**src/rtl/quad_pixel_fetch.sv**
```systemverilog
// Bilinear quad-pixel responder: fetches a 2x2 window from a 4-pixel-per-word RAM
// over two read ports and holds TL/TR/BL/BR until the requester consumes them.
module quad_pixel_fetch #(
    parameter int unsigned ADDR_W     = 10,
    parameter int unsigned IMG_WIDTH  = 16,
    parameter int unsigned IMG_HEIGHT = 16
) (
    input  logic              clk,
    input  logic              rst,
    input  logic              req_valid,
    input  logic [15:0]       req_xi_base,
    input  logic [15:0]       req_yi_base,
    input  logic [7:0]        req_fx_q,
    input  logic [7:0]        req_fy_q,
    output logic              req_ready,
    output logic              data_valid,
    output logic [7:0]        pixel_tl,
    output logic [7:0]        pixel_tr,
    output logic [7:0]        pixel_bl,
    output logic [7:0]        pixel_br,
    output logic [7:0]        frac_x,
    output logic [7:0]        frac_y,
    input  logic              data_consumed,
    output logic [ADDR_W-1:0] mem_raddr0,
    input  logic [31:0]       mem_rdata0,
    output logic [ADDR_W-1:0] mem_raddr1,
    input  logic [31:0]       mem_rdata1,
    output logic              err_oob,
    output logic [31:0]       rd_word_count
);

    localparam int unsigned COORD_W = 16;
    localparam int unsigned BYTE_W  = ADDR_W + 2;

    localparam logic [2:0] S_IDLE   = 3'd0;
    localparam logic [2:0] S_ADDR_A = 3'd1;
    localparam logic [2:0] S_CAP_A  = 3'd2;
    localparam logic [2:0] S_ADDR_B = 3'd3;
    localparam logic [2:0] S_CAP_B  = 3'd4;
    localparam logic [2:0] S_VALID  = 3'd5;

    logic [2:0]         state;
    logic [2:0]         next_state;
    logic [1:0]         lane_top;
    logic [1:0]         lane_bot;
    logic               straddle;
    logic [COORD_W-1:0] xi_c;
    logic [COORD_W-1:0] yi_c;
    logic               oob_c;
    logic [BYTE_W-1:0]  btop_c;
    logic [BYTE_W-1:0]  bbot_c;

    function automatic logic [7:0] lane_pix(input logic [31:0] word, input logic [1:0] lane);
        return word[8*lane +: 8];
    endfunction

    // Clamp the window so it always lies fully inside the image
    always_comb begin
        xi_c  = req_xi_base;
        yi_c  = req_yi_base;
        oob_c = 1'b0;
        if (req_xi_base > COORD_W'(IMG_WIDTH - 2)) begin
            xi_c  = COORD_W'(IMG_WIDTH - 2);
            oob_c = 1'b1;
        end
        if (req_yi_base > COORD_W'(IMG_HEIGHT - 2)) begin
            yi_c  = COORD_W'(IMG_HEIGHT - 2);
            oob_c = 1'b1;
        end
        btop_c = BYTE_W'(32'(yi_c) * 32'(IMG_WIDTH) + 32'(xi_c));
        bbot_c = btop_c + BYTE_W'(IMG_WIDTH);
    end

    assign straddle  = (lane_top == 2'd3) || (lane_bot == 2'd3);
    assign req_ready = (state == S_IDLE) && !rst;

    always_ff @(posedge clk or posedge rst) begin
        if (rst) state <= S_IDLE;
        else     state <= next_state;
    end

    always_comb begin
        next_state = state;
        case (state)
            S_IDLE:   if (req_valid) next_state = S_ADDR_A;
            S_ADDR_A: next_state = S_CAP_A;
            S_CAP_A:  next_state = straddle ? S_ADDR_B : S_VALID;
            S_ADDR_B: next_state = S_CAP_B;
            S_CAP_B:  next_state = S_VALID;
            S_VALID:  if (data_consumed) next_state = S_IDLE;
            default:  next_state = S_IDLE;
        endcase
    end

    // Address, capture and status registers
    always_ff @(posedge clk or posedge rst) begin
        if (rst) begin
            data_valid    <= 1'b0;
            pixel_tl      <= '0;
            pixel_tr      <= '0;
            pixel_bl      <= '0;
            pixel_br      <= '0;
            frac_x        <= '0;
            frac_y        <= '0;
            mem_raddr0    <= '0;
            mem_raddr1    <= '0;
            lane_top      <= '0;
            lane_bot      <= '0;
            err_oob       <= 1'b0;
            rd_word_count <= '0;
        end else begin
            data_valid <= (next_state == S_VALID);
            case (state)
                S_IDLE: begin
                    if (req_valid) begin
                        frac_x     <= req_fx_q;
                        frac_y     <= req_fy_q;
                        lane_top   <= btop_c[1:0];
                        lane_bot   <= bbot_c[1:0];
                        mem_raddr0 <= btop_c[BYTE_W-1:2];
                        mem_raddr1 <= bbot_c[BYTE_W-1:2];
                        err_oob    <= err_oob | oob_c;
                    end
                end
                S_CAP_A: begin
                    pixel_tl <= lane_pix(mem_rdata0, lane_top);
                    pixel_bl <= lane_pix(mem_rdata1, lane_bot);
                    if (lane_top != 2'd3) pixel_tr <= lane_pix(mem_rdata0, lane_top + 2'd1);
                    if (lane_bot != 2'd3) pixel_br <= lane_pix(mem_rdata1, lane_bot + 2'd1);
                    if (straddle) begin
                        mem_raddr0 <= mem_raddr0 + ADDR_W'(1);
                        mem_raddr1 <= mem_raddr1 + ADDR_W'(1);
                    end
                    rd_word_count <= rd_word_count + 32'd2;
                end
                S_CAP_B: begin
                    // Only a straddling row takes its right pixel from the next word
                    if (lane_top == 2'd3) pixel_tr <= mem_rdata0[7:0];
                    if (lane_bot == 2'd3) pixel_br <= mem_rdata1[7:0];
                    rd_word_count <= rd_word_count + 32'd2;
                end
                default: ;
            endcase
        end
    end

endmodule

```
**config.mk**
```make
export PLATFORM = sky130hd
export DESIGN_NAME = quad_pixel_fetch
export DESIGN_NICKNAME = d
export VERILOG_FILES = /design/src/rtl/quad_pixel_fetch.sv
export SDC_FILE = /design/constraint.sdc
export NUM_CORES = 1
export LEC_CHECK = 0
export BUFFER_PORTS_ARGS = -buffer_cell sky130_fd_sc_hd__clkbuf_2
export CORE_UTILIZATION = 45
export DETAILED_ROUTE_END_ITERATION = 16
export PLACE_DENSITY = 0.85
export SYNTH_ARGS = -nofsm -noshare
export SYNTH_HDL_FRONTEND = slang
export SYNTH_SLANG_ARGS = --single-unit
```
**constraint.sdc**
```tcl
create_clock -name clk -period 3 [get_ports clk]
set_input_delay 0.15 -clock clk [delete_from_list [all_inputs] [get_ports clk]]
set_output_delay 0.15 -clock clk [all_outputs]
set_load 0.01 [all_outputs]
```
### Yosys cells after proc, flatten, opt, wreduce, memory -nomap -nowiden

Cells that the tools add are included.

* register bits after elaboration: 109

* $add $sub $neg: 7
* $lt $le $gt $ge: 2
* equal/unequal tests: 16
* shift operators: 4
* muxes and demuxes: 20
* bitwise operators: 1
* reductions and logical operators: 11

Operators by type and width (number)
* $shiftx A32 B6 Y8: 4
* $mux W10: 4
* $mux W8: 5
* $pmux W10 S2: 2
* $add A32 B2 Y32 const B: 1
* $gt A16 B4 Y1 const B: 2
* $pmux W8 S2: 2
* $add A10 B1 Y10 const B: 2
* $pmux W3 S6: 1
* $ne A2 B2 Y1 const B: 8
* $add A12 B12 Y12: 1
* $add A12 B5 Y12 const B: 1
* $mux W12: 1
* $eq A3 B3 Y1 const B: 3
* $mux W3: 3
* $reduce_and A3 Y1: 3
* $eq A3 B2 Y1 const B: 2
* $add A2 B1 Y2 const B: 2
* $eq A2 B2 Y1 const B: 2
* $reduce_bool A2 Y1: 2
* $eq A3 B1 Y1 const B: 1
* $logic_not A3 Y1: 1
* $mux W1: 2
* $reduce_and A2 Y1: 1
* other kinds (5): 5

### Depth between registers and ports, before layout

* depth in word-level cells: 6
* depth in mapped cells: 11
* depth with buffers taken out: 11

### Worst setup path after synthesis

OpenSTA, ideal clock, no wires.

* path kind: in2reg
* start: in req_yi_base[14]
* end: reg mem_raddr1[4]
* library setup time: 0.135 ns
* arrival time: 2.046 ns
* setup slack: 0.819 ns
* stages: 8
* path buffers: 0
* path through: nor4_1 nand4_1 or2_2 fa_1 ha_1 xor2_1 a21oi_1 o21ai_0

* cells in the longest elaborated chain, start to end: 6

RTL lines
* start, declared: line 12 `input logic [15:0] req_yi_base,`
* $gt A16 B4 Y1: line 66 `if (req_yi_base > COORD_W'(IMG_HEIGHT - 2)) begin`
* $mux W8: line 66
* $add A12 B12 Y12: line 70 `btop_c = BYTE_W'(32'(yi_c) * 32'(IMG_WIDTH) + 32'(xi_c));`
* $add A12 B5 Y12: line 71 `bbot_c = btop_c + BYTE_W'(IMG_WIDTH);`
* $mux W10: line 115 `if (req_valid) begin`
* $pmux W10 S2: line 113 `case (state)`
* end signal, assigned: line 121 `mem_raddr1 <= bbot_c[BYTE_W-1:2];`
* end signal, assigned: line 132 `mem_raddr1 <= mem_raddr1 + ADDR_W'(1);`
* end, declared: line 26 `output logic [ADDR_W-1:0] mem_raddr1,`

Every way passes these cells. The select of a mux whose other input is x is not followed.
A chain may end at the register's enable or synchronous reset.

==> results.yml <==
cts:
  clk_pin_slew_worst_paths_ps: 70
  clkSinkCount: 106
  cts_tree: "done"
  clk_latency_ps: 350
  cts.path.max_buffers: 2
  root_buffer: "clkbuf_16"
  cts_buffers: 9
  cts_setup_buffers: 0
  htree_levels: 3
die:
  core-area_mm2: 0.0128
  die_w_um: 117
  rows: 41
  die_height_um: 117
  io_pins: 219
  initial_core_util_pct: 46.6
  die-area_mm2: 0.0137
synthesis:
  synth_cell_type_count: 58
  synth_area_leaders: "dfrtp_1, nand2_1, mux4_2"
  synth_edf_count: 0
  ys_seq_elements: 106
  synthCells: 648
  synth_area_per_cell_um2: 9.18
  synth_top_area_share_pct: 44.6
  synthFlopType: "dfrtp_1"
  synth_warnings: 0
  synthArstFlopShare_pct: 100
  syn_area_mm2: 0.00595
  synth_common_cells: "nand2_1, dfrtp_1, nor2_1"
  yosys.cell_count.top_type: "nand2_1"
  ys_seq_area_share_pct: 44.6
  yosysTopAreaCell: "dfrtp_1"
placed_design:
  port-buffer-count: 217
  placed_cell_area_mm2: 0.00726
  place_congestion: 0.916
  dpl.hpwl_mm: 12.3
routing:
  via_count: 5792
  drcViolationCount: 0
  routedWlPerCell_um: 16.2
  post_drt_via_cell_ratio: 5.47
  drtIter0Drc: 489
  wl_mm: 17.1
  antenna_left: 0
  first_pass_iters: 7
grt:
  grtUsageMet3_pct: 5.77
  antenna_found_initial: 0
  grt_pass1_wl_mm: 26.5
  grt_usage_pct: 25.3
  grt.met1_usage_pct: 32.1
  grt_busiest_layer: "met2"
  grt_pass1_vias: 5445
  overflow: 0
  use_met2_pct: 41.3
  grt_max_degree: 62
flow_run:
  maxCapViolCount: 0
final_layout:
  layout-drive-gt1-share_pct: 32.1
  layout.nets: 1011
  final_area_mm2: 0.00774
  area_growth_pct: 30.0
  nFillCells: 1077
  diodes: 0
worst_setup_path:
  critPathLaunchType: "register"
  critical_path_class: "register to register"
  reg2reg_slack_ps: 700
  cp_data_required_time_ps: 3280
  worstPathMaxFanout: 15
  worst_setup_path_end_kind: "register"
  critPathArrivalTime_ps: 2580
timing:
  skew_ps: 7.36
  rsz0062_at_grt: "no"
  worst_pin_slew_ps: 618
  relSlewSlack_pct: 58.7
  fin_crit_sh_pct: 76.5
  min_period_ps: 2300
  fmax_mhz: 436
  setup-violations-final: 0
  hold_violations: 0
  finalMaxSlewViolations: 0
  tns_ps: 0
status:
  status: "complete, no violations"
pwr:
  leakage_uw: 0.00388
  powerDensity_mw_per_mm2: 838
  peakVddDrop_mv: 0.415
min_path:
  hp-class: "input pin to register"
==> final timing paths <==
check,startpoint,endpoint,cells after the start
setup / recovery,lane_top[0]$_DFFE_PP0P_,frac_x[7]$_DFFE_PP0P_,8
hold / removal,req_xi_base[1],lane_top[1]$_DFFE_PP0P_,3
setup reg to reg,lane_top[0]$_DFFE_PP0P_,frac_x[7]$_DFFE_PP0P_,8
hold reg to reg,rd_word_count[31]$_DFFE_PP0P_,rd_word_count[31]$_DFFE_PP0P_,1
max in group asynchronous,rst,pixel_bl[7]$_DFFE_PP0P_,4
min in group asynchronous,rst,state[2]$_DFF_PP0_,3
==> power breakdown <==
part	total, µW	internal, µW	switching (µW)
clock	1220	673	543
sequential	2440	1950	487
combinational	2830	1170	1650
==> registers in the layout (all words and copies together) (netlist names) <==
| register | count |
|---|---|
| pixel_br | 8 |
| mem_raddr1 | 10 |
| pixel_tr | 8 |
| state | 3 |
| rd_word_count | 31 |
| data_valid | 1 |
| mem_raddr0 | 10 |
| pixel_tl | 8 |
| pixel_bl | 8 |
| err_oob | 1 |
| frac_y | 8 |
| lane_top | 2 |
| frac_x | 8 |
==> final cells by class <==
| class | instances | area [µm²] | share of cell area (%) |
|---|---|---|---|
| sequential | 106 | 2650 | 34.3 |
| inverter | 9 | 36.3 | 0.469 |
| clock inverter | 5 | 62.6 | 0.809 |
| clock buffer | 10 | 239 | 3.09 |
| tap | 172 | 215 | 2.78 |
| timing repair buffer | 249 | 1380 | 17.9 |
| multi-input combinational | 507 | 3150 | 40.7 |
==> placed cells by master, fill, tap and decap left out, types with 3 or more instances in the layout <==
cell and n:
nor3_1 7, nor2_1 54, nand4_1 12, nand2b_1 4, xor2_1 13, o21ai_0 39
ha_1 12, and3_1 11, o31a_1 13, nand3_1 17, a22oi_1 3, and2_1 3
nor4_1 9, dfrtp_1 106, buf_4 14, a31oi_1 6, o21ai_1 5, clkbuf_2 217
mux4_2 16, o211ai_1 5, o22ai_1 21, or2_2 4, inv_1 8, a21oi_1 17
nand2_1 157, dlygate4sd3_1 17, clkbuf_16 9, mux2_2 3, conb_1 12, xnor2_1 26
==> cell families after synthesis <==
kind of cell,count (synthesis),share of synthesized area [%]
AND/OR/NAND/NOR,296,23.0
adder cells (fa/ha/maj),13,2.86
flip-flops,106,44.6
AO/OA/AOI/OAI,125,13.2
other,1,0.0630
XOR/XNOR,40,6.01
buffers and inverters,46,3.34
multiplexers,21,6.96
==> critical path, cell delays in order, from the launching register on <==
cell	delay, ps
dfrtp_1	470
ha_1	300
mux2_2	290
and2_1	150
buf_4	180
nand2_1	440
buf_4	260
nand2_1	60
nand2_1	80
==> stage by stage <==
step / setup WS, ps / total power, µW / std cells / hold slack (ps) / utilization (%)
final: 704 / 6480 / 1058 / 84.7 / 60.6
after CTS: 728 / 6480 / 1058 / 56.6 / 60.6
after global placement: 624 / 5120 / 1026 / 262 / 56.9
after floorplan: 61.1 / 4120 / 659 / 255 / -
after global routing: 617 / 6920 / 1058 / 93.1 / 60.6
after detailed placement: 523 / 5210 / 1026 / 271 / 56.9
==> routing by layer <==
layer | part of all wire (%) | vias to the layer above
li1 | - | 2747
met4 | 2.8 | 0
met2 | 48 | 291
met5 | 0 | -
met1 | 42 | 2708
met3 | 7.6 | 46
==> repair_timing <==
| action | CTS | global route |
|---|---|---|
| gates resized for setup | 0 | 0 |
| endpoints found under the hold margin | 61 | 0 |
| hold buffers | 17 | 0 |
Power figures use the tool's default switching activity.
